File: src/rtl/sp_ram_arbiter.sv
// Purpose     : two-master round-robin arbiter in front of a single-port RAM wrapper.
// Latency     : grant is combinational with request; rvalid/rdata arrive one cycle after grant.
// Backpressure: a master holds req and its fields until gnt; under contention the loser waits one cycle.
//
// Ports
//   clk, rst_i                 single clock, synchronous active-high reset
//   pN_req_i / pN_gnt_o        per-master request and same-cycle grant (N = 0, 1)
//   pN_addr_i, pN_we_i,        per-master access fields (byte address, write enable,
//   pN_be_i, pN_wdata_i        byte enables, write data)
//   pN_rvalid_o, pN_rdata_o    per-master response pulse and held read data
//   ram_en_o .. ram_be_o       one RAM access per cycle, muxed from the granted master
//   ram_rdata_i                RAM read data, valid one cycle after an enabled read
module sp_ram_arbiter #(
    parameter int RAM_SIZE   = 32768,
    parameter int ADDR_WIDTH = $clog2(RAM_SIZE),
    parameter int DATA_WIDTH = 32
) (
    input  logic                    clk,
    input  logic                    rst_i,

    input  logic                    p0_req_i,
    input  logic [ADDR_WIDTH-1:0]   p0_addr_i,
    input  logic                    p0_we_i,
    input  logic [DATA_WIDTH/8-1:0] p0_be_i,
    input  logic [DATA_WIDTH-1:0]   p0_wdata_i,
    output logic                    p0_gnt_o,
    output logic                    p0_rvalid_o,
    output logic [DATA_WIDTH-1:0]   p0_rdata_o,

    input  logic                    p1_req_i,
    input  logic [ADDR_WIDTH-1:0]   p1_addr_i,
    input  logic                    p1_we_i,
    input  logic [DATA_WIDTH/8-1:0] p1_be_i,
    input  logic [DATA_WIDTH-1:0]   p1_wdata_i,
    output logic                    p1_gnt_o,
    output logic                    p1_rvalid_o,
    output logic [DATA_WIDTH-1:0]   p1_rdata_o,

    output logic                    ram_en_o,
    output logic [ADDR_WIDTH-1:0]   ram_addr_o,
    output logic [DATA_WIDTH-1:0]   ram_wdata_o,
    output logic                    ram_we_o,
    output logic [DATA_WIDTH/8-1:0] ram_be_o,
    input  logic [DATA_WIDTH-1:0]   ram_rdata_i
);

    localparam int BE_WIDTH = DATA_WIDTH / 8;

    // One master's access fields bundled so the RAM mux is a single select.
    typedef struct packed {
        logic [ADDR_WIDTH-1:0] addr;
        logic                  we;
        logic [BE_WIDTH-1:0]   be;
        logic [DATA_WIDTH-1:0] wdata;
    } req_t;

    req_t                  w_p0_req;
    req_t                  w_p1_req;
    req_t                  w_ram_req;
    logic                  w_gnt0;
    logic                  w_gnt1;
    logic                  w_any_gnt;

    // r_last holds the index of the most recently granted port.
    logic                  r_last;
    logic [1:0]            r_pend;
    logic [DATA_WIDTH-1:0] r_hold0;
    logic [DATA_WIDTH-1:0] r_hold1;

    assign w_p0_req = {p0_addr_i, p0_we_i, p0_be_i, p0_wdata_i};
    assign w_p1_req = {p1_addr_i, p1_we_i, p1_be_i, p1_wdata_i};

    // A lone requester always wins; on a conflict the port that did not win
    // last time is served. Reset leaves r_last=1 so port 0 wins the first tie.
    assign w_gnt0    = p0_req_i & (~p1_req_i | r_last);
    assign w_gnt1    = p1_req_i & (~p0_req_i | ~r_last);
    assign w_any_gnt = w_gnt0 | w_gnt1;

    // Idle cycles present port 0's address/data so the RAM inputs do not
    // toggle needlessly; only we/be are forced low to keep the access harmless.
    always_comb begin
        w_ram_req = w_gnt1 ? w_p1_req : w_p0_req;
        if (!w_any_gnt) begin
            w_ram_req.we = 1'b0;
            w_ram_req.be = '0;
        end
    end

    always_ff @(posedge clk) begin
        if (rst_i) begin
            r_last  <= 1'b1;
            r_pend  <= 2'b00;
            r_hold0 <= '0;
            r_hold1 <= '0;
        end else begin
            if (w_any_gnt) begin
                r_last <= w_gnt1;
            end
            r_pend <= {w_gnt1, w_gnt0};
            // Capture the RAM output on the response cycle so rdata stays
            // stable until this port's next response.
            if (r_pend[0]) begin
                r_hold0 <= ram_rdata_i;
            end
            if (r_pend[1]) begin
                r_hold1 <= ram_rdata_i;
            end
        end
    end

    assign p0_gnt_o    = w_gnt0;
    assign p1_gnt_o    = w_gnt1;

    assign ram_en_o    = w_any_gnt;
    assign ram_addr_o  = w_ram_req.addr;
    assign ram_we_o    = w_ram_req.we;
    assign ram_be_o    = w_ram_req.be;
    assign ram_wdata_o = w_ram_req.wdata;

    assign p0_rvalid_o = r_pend[0];
    assign p1_rvalid_o = r_pend[1];
    assign p0_rdata_o  = r_pend[0] ? ram_rdata_i : r_hold0;
    assign p1_rdata_o  = r_pend[1] ? ram_rdata_i : r_hold1;

    // Structural invariants of the arbiter.
    a_gnt_onehot : assert property (@(posedge clk) !(w_gnt0 && w_gnt1));
    a_p0_rvalid  : assert property (@(posedge clk) disable iff (rst_i) w_gnt0 |=> p0_rvalid_o);
    a_p1_rvalid  : assert property (@(posedge clk) disable iff (rst_i) w_gnt1 |=> p1_rvalid_o);

endmodule
File: config.mk
export PLATFORM = sky130hd
export DESIGN_NAME = sp_ram_arbiter
export DESIGN_NICKNAME = d
export VERILOG_FILES = /design/src/rtl/sp_ram_arbiter.sv
export SDC_FILE = /design/constraint.sdc
export NUM_CORES = 1
export LEC_CHECK = 0
export ABC_AREA = 1
export BUFFER_PORTS_ARGS = -buffer_cell sky130_fd_sc_hd__buf_4
export CAP_MARGIN = 25
export CORE_AREA = 2 2 100 102
export DETAILED_ROUTE_END_ITERATION = 10
export DIE_AREA = 0 0 102 104
export GPL_ROUTABILITY_DRIVEN = 0
export GPL_TIMING_DRIVEN = 0
export PLACE_DENSITY = 0.79
export SYNTH_ARGS = -nofsm -noshare
export SYNTH_HDL_FRONTEND = slang
export SYNTH_SLANG_ARGS = --single-unit
export TNS_END_PERCENT = 10
File: constraint.sdc
create_clock -name clk -period 1.2 [get_ports clk]
set_input_delay 0.24 -clock clk [delete_from_list [all_inputs] [get_ports clk]]
set_output_delay 0.24 -clock clk [all_outputs]
set_load 0.02 [all_outputs]
; Yosys cells after proc, flatten, opt, wreduce, memory -nomap -nowiden
; Index checks and enable logic that the tools add are counted.
[word_totals]
reg_bits = 67
word_cells = 16
[classes]
bitwise_logic = 8
muxes = 4
[op_table]
columns = cell, count
row1 = two-way mux 32 bit, 2
row2 = two-way mux 52 bit, 1
row3 = two-way mux 5 bit, 1
row4 = inverter 1 bit, 3
row5 = OR 1 bit, 3
row6 = AND 1 bit, 2

; Longest topological paths before layout
[depth]
ltp_word = 5
ltp_mapped = 7
ltp_nobuf = 5

; Worst setup path before layout
; OpenSTA, ideal clock, no wires.
[synth_path]
kind = reg2out
start = register r_pend[1]
end = output p1_rdata_o[10]
arrival_ns = 1.029
stages_incl_launch_ff = 6
slack_ns = -0.069
required_ns = 0.960
cell_sequence = dfxtp_1 > buf_2 > inv_1 > buf_4 > nand2_1 > nand2_1
[synth_between]
elab_chain_len = 1
[synth_rtl]
columns = item, line
row1 = from (decl), 66  ; logic [1:0] r_pend;
row2 = from (signal assigned), 99  ; r_pend <= {w_gnt1, w_gnt0};
row3 = two-way mux 32 bit, --
row4 = to (decl), 37  ; output logic [DATA_WIDTH-1:0] p1_rdata_o,
; No other way between the ends.

; Final worst setup path
[layout_path]
start = register r_last
end = output ram_wdata_o[11]
[layout_between]
elab_chain_len = 4
[layout_rtl]
columns = item, line
row1 = from (decl), 65  ; logic r_last;
row2 = from (signal assigned), 97  ; r_last <= w_gnt1;
row3 = inverter 1 bit, 76  ; assign w_gnt1 = p1_req_i & (~p0_req_i | ~r_last);
row4 = OR 1 bit, 76
row5 = AND 1 bit, 76
row6 = two-way mux 52 bit, 82  ; w_ram_req = w_gnt1 ? w_p1_req : w_p0_req;
row7 = to (decl), 41  ; output logic [DATA_WIDTH-1:0] ram_wdata_o,
; No other way between the ends.

==> reports/results.md <==
• complete, but fails checks — status
• setup timing — violated checks
• in -> reg — class of the most critical hold timing path
• output port — nature of the critical path endpoint
• 0.07 ns — Worst-path clk slew
• 40.2% — register area share after synthesis
• 0% — xor-xnor portion of the synthesized cell area
• 4309 — via count of the first global-routing pass
• 0 — drt drc
• 7 — critical path peak fanout
• 13 — number of different library cells in the post-synthesis netlist
• sky130_fd_sc_hd__clkbuf_8 — Clk Tree Root Cell
• 9.60% — Compound-Gate Fraction of Synth Area
• 0 — max-slew violation count
• 0.188 ns — worst hold margin
• 4543 — vias
• 0 — Yosys warnings
• 0.00539 ns — clock skew after layout
• 0 — GRT Residual Overflow
• 551 uV — worst voltage drop across the vdd grid
• 119 — endpoints failing setup
• 6.16 um2 — Mapped Avg Cell Area
• 0 — count of flip-flops with a built-in enable after synthesis
• 0.96 ns — Worst Path Required
• 4.73 — via density per instance
• 963 — net count reported at finish
• 0% — fraction of synthesis flops using an asynchronous set or reset pin
• true — unrepaired setup endpoints after global routing
• 1.43 ns — arrival time worst endpoint
• 102 um — Die Width
• sky130_fd_sc_hd__dfxtp_1 — ys flop type
• sky130_fd_sc_hd__dfxtp_1, sky130_fd_sc_hd__nand2_1, sky130_fd_sc_hd__a21oi_1, sky130_fd_sc_hd__clkbuf_8, sky130_fd_sc_hd__buf_2 — Area contributors post-synth
• 9 — Inserted Clock Buffers
• 3340 um2 — Netlist Area Pre-Place
• 597 MHz — maximum achievable frequency
• 67 — number of clock sinks
• 13 — pin count of the biggest net entering global routing
• -0.475 ns — smallest setup slack after layout
• 0% — proportion of synthesized area in mux cells
• flop — type of origin of the critical path
• 3.60 nW — leakage power
• sky130_fd_sc_hd__nand2_1, sky130_fd_sc_hd__dfxtp_1, sky130_fd_sc_hd__a21oi_1 — most instantiated cells after synthesis
• 70.4% — final cell utilization of the core
• built — TritonCTS clock tree
• 10600 um2 — area enclosed by the die boundary
• 140% — period utilization
• sky130_fd_sc_hd__nand2_1 — top-count cell post-synth
• 3 — depth of the CTS H-tree
• 9550 um2 — area of the core
• 4 — number of iterations in the first detailed-routing pass
• 15.5 um — wire length per cell after detailed routing
• 0.34 ns — source-to-sink clock delay at the later pin of the worst-skew pair
• 0 — number of nets with antenna violations after routing
• 67.6% — remaining max-slew budget at the tightest pin
• 1060 nW/um2 — PwrDens
• 0% — adder and majority cell fraction of the synthesized area
• 0 — hold violation total from the final report
• 0 — antenna fix cells
• 261 — I/O pin cnt
• 6720 um2 — final instance area
• 101% — area grow syn2layout
• 104 um — Die Span Y
• 21000 um — global-route wire length before repair
• 259 — count of input and output buffers
• 542 — cell count after synthesis
• 54.0% — proportion of layout cells with a drive suffix above 1
• 682 — Synth Net Count
• 5590 um2 — Placed Instance Area
• 35.0% — initial standard-cell utilization of the core
• 11200 um — Post-DP HPWL
• reg -> out — category of the most critical setup path
• 40.2% — Synth top area share
• 67 — Yosys reg bits
• 0 — # Max-Cap Violations
• 0 — antenna violations before repair
• 14900 um — Total Routed Length
• 0 — Post-CTS Hold Buffers
• 41.2% — area share of and/or/nand/nor cells after synthesis
• 1.67 ns — min cycle time layout
• 0.485 ns — worst slew pin tran
• sky130_fd_sc_hd__dfxtp_1 — dominant cell type by area after synthesis
• simple AND/OR/NAND/NOR gates — dominant combinational cell family by area after synthesis
• 36 — standard-cell rows
• 25.3% — overall global routing resource usage
• 131 — Iter 0 DRT Violations
• 2 — maximum clock path buffer count
[cell type report]
class	instances	area, um2
Clock inverter	7	92.6
Tap cell	133	166
Timing Repair Buffer	270	2440
Multi-Input combinational cell	427	2090
Clock buffer	9	124
Fill cell	753	2830
Sequential cell	67	1350
Inverter	16	72.6
Buffer	32	385
[layer usage]
metal | track usage, % | up-vias | wire, um
met5 | 0 | - | 0
met3 | 7.12 | 37 | 1240
met2 | 45.7 | 208 | 7720
met4 | 8.67 | 0 | 504
met1 | 27.7 | 2064 | 5400
li1 | - | 2234 | -
[power breakdown]
group | switching, W | internal (W) | total, W
combinational | 0.00141 | 0.00132 | 0.00273
sequential | 0.0000335 | 0.00233 | 0.00237
clock | 0.000860 | 0.00116 | 0.00202
[cell usage in the layout (no fill, tap or decap)]
cell                         Yosys  final
sky130_fd_sc_hd__nand2_2         2    107
sky130_fd_sc_hd__bufinv_16       0      2
sky130_fd_sc_hd__clkbuf_16       0      7
sky130_fd_sc_hd__buf_8           0      8
sky130_fd_sc_hd__buf_4           6    177
sky130_fd_sc_hd__dfxtp_2         0      3
sky130_fd_sc_hd__nand3_1         5      5
sky130_fd_sc_hd__inv_4           0      1
sky130_fd_sc_hd__inv_1          15     12
sky130_fd_sc_hd__clkbuf_1        3      3
sky130_fd_sc_hd__buf_2          14      4
sky130_fd_sc_hd__a21oi_1        64     64
sky130_fd_sc_hd__buf_6           3    100
sky130_fd_sc_hd__nor2_1          4      4
sky130_fd_sc_hd__nand2_1       352    229
sky130_fd_sc_hd__inv_2           1      1
sky130_fd_sc_hd__clkbuf_8        6     11
sky130_fd_sc_hd__buf_12          0      1
sky130_fd_sc_hd__nand2_4         0     18
sky130_fd_sc_hd__dfxtp_1        67     64
sky130_fd_sc_hd__clkinvlp_4      0      3
sky130_fd_sc_hd__inv_6           0      2
sky130_fd_sc_hd__clkinv_2        0      2
[critical path, stage by stage, from the launching register on]
cell and delay [ns]:
sky130_fd_sc_hd__dfxtp_2 0.35, sky130_fd_sc_hd__nand2_4 0.06, sky130_fd_sc_hd__nand2_4 0.10, sky130_fd_sc_hd__clkbuf_16 0.17, sky130_fd_sc_hd__clkbuf_16 0.15, sky130_fd_sc_hd__nand2_2 0.05, sky130_fd_sc_hd__nand2_2 0.09, sky130_fd_sc_hd__buf_6 0.13
[per-stage QoR]
| stage | TNS, ns | cells | worst slack, ns | total power [W] |
|---|---|---|---|---|
| after floorplan | -0.181 | 542 | -0.00214 | 0.00354 |
| after CTS | -44.72 | 958 | -0.476 | 0.00697 |
| after global routing | -51.50 | 961 | -0.539 | 0.00740 |
| final | -43.99 | 961 | -0.475 | 0.00712 |
| after global placement | -17.95 | 934 | -0.289 | 0.00461 |
| after detailed placement | -18.61 | 934 | -0.283 | 0.00464 |
[kinds of logic after synthesis]
| family | after synthesis |
|---|---|
| simple gates | 363 |
| flops | 67 |
| compound gates | 64 |
| buf+inv | 48 |
[repair_timing]
action                                  4_1_cts  5_1_grt
endpoints found under the setup margin      119      119
gates resized for setup                     149       71
buffers inserted                              4        0
cloned                                        4        3
pin swaps                                    10       13
[sequential cells by signal (all words and copies together), names as in the netlist]
signal   flops
r_hold0     32
r_hold1     32
r_last       1
r_pend       2
[path summary, 6_finish.rpt]
kind,start,to,slack [ns],cells after the start
min reg2reg,r_hold0[9]$_SDFF_PP0_,r_hold0[9]$_SDFF_PP0_,0.47,2
max reg2reg,r_last$_SDFFE_PP1P_,r_pend[1]$_SDFF_PP0_,0.11,6
max,r_last$_SDFFE_PP1P_,ram_wdata_o[11],-0.47,7
min,ram_rdata_i[9],r_hold1[9]$_SDFF_PP0_,0.19,3
Note: power is estimated with default switching activity, not from simulation.
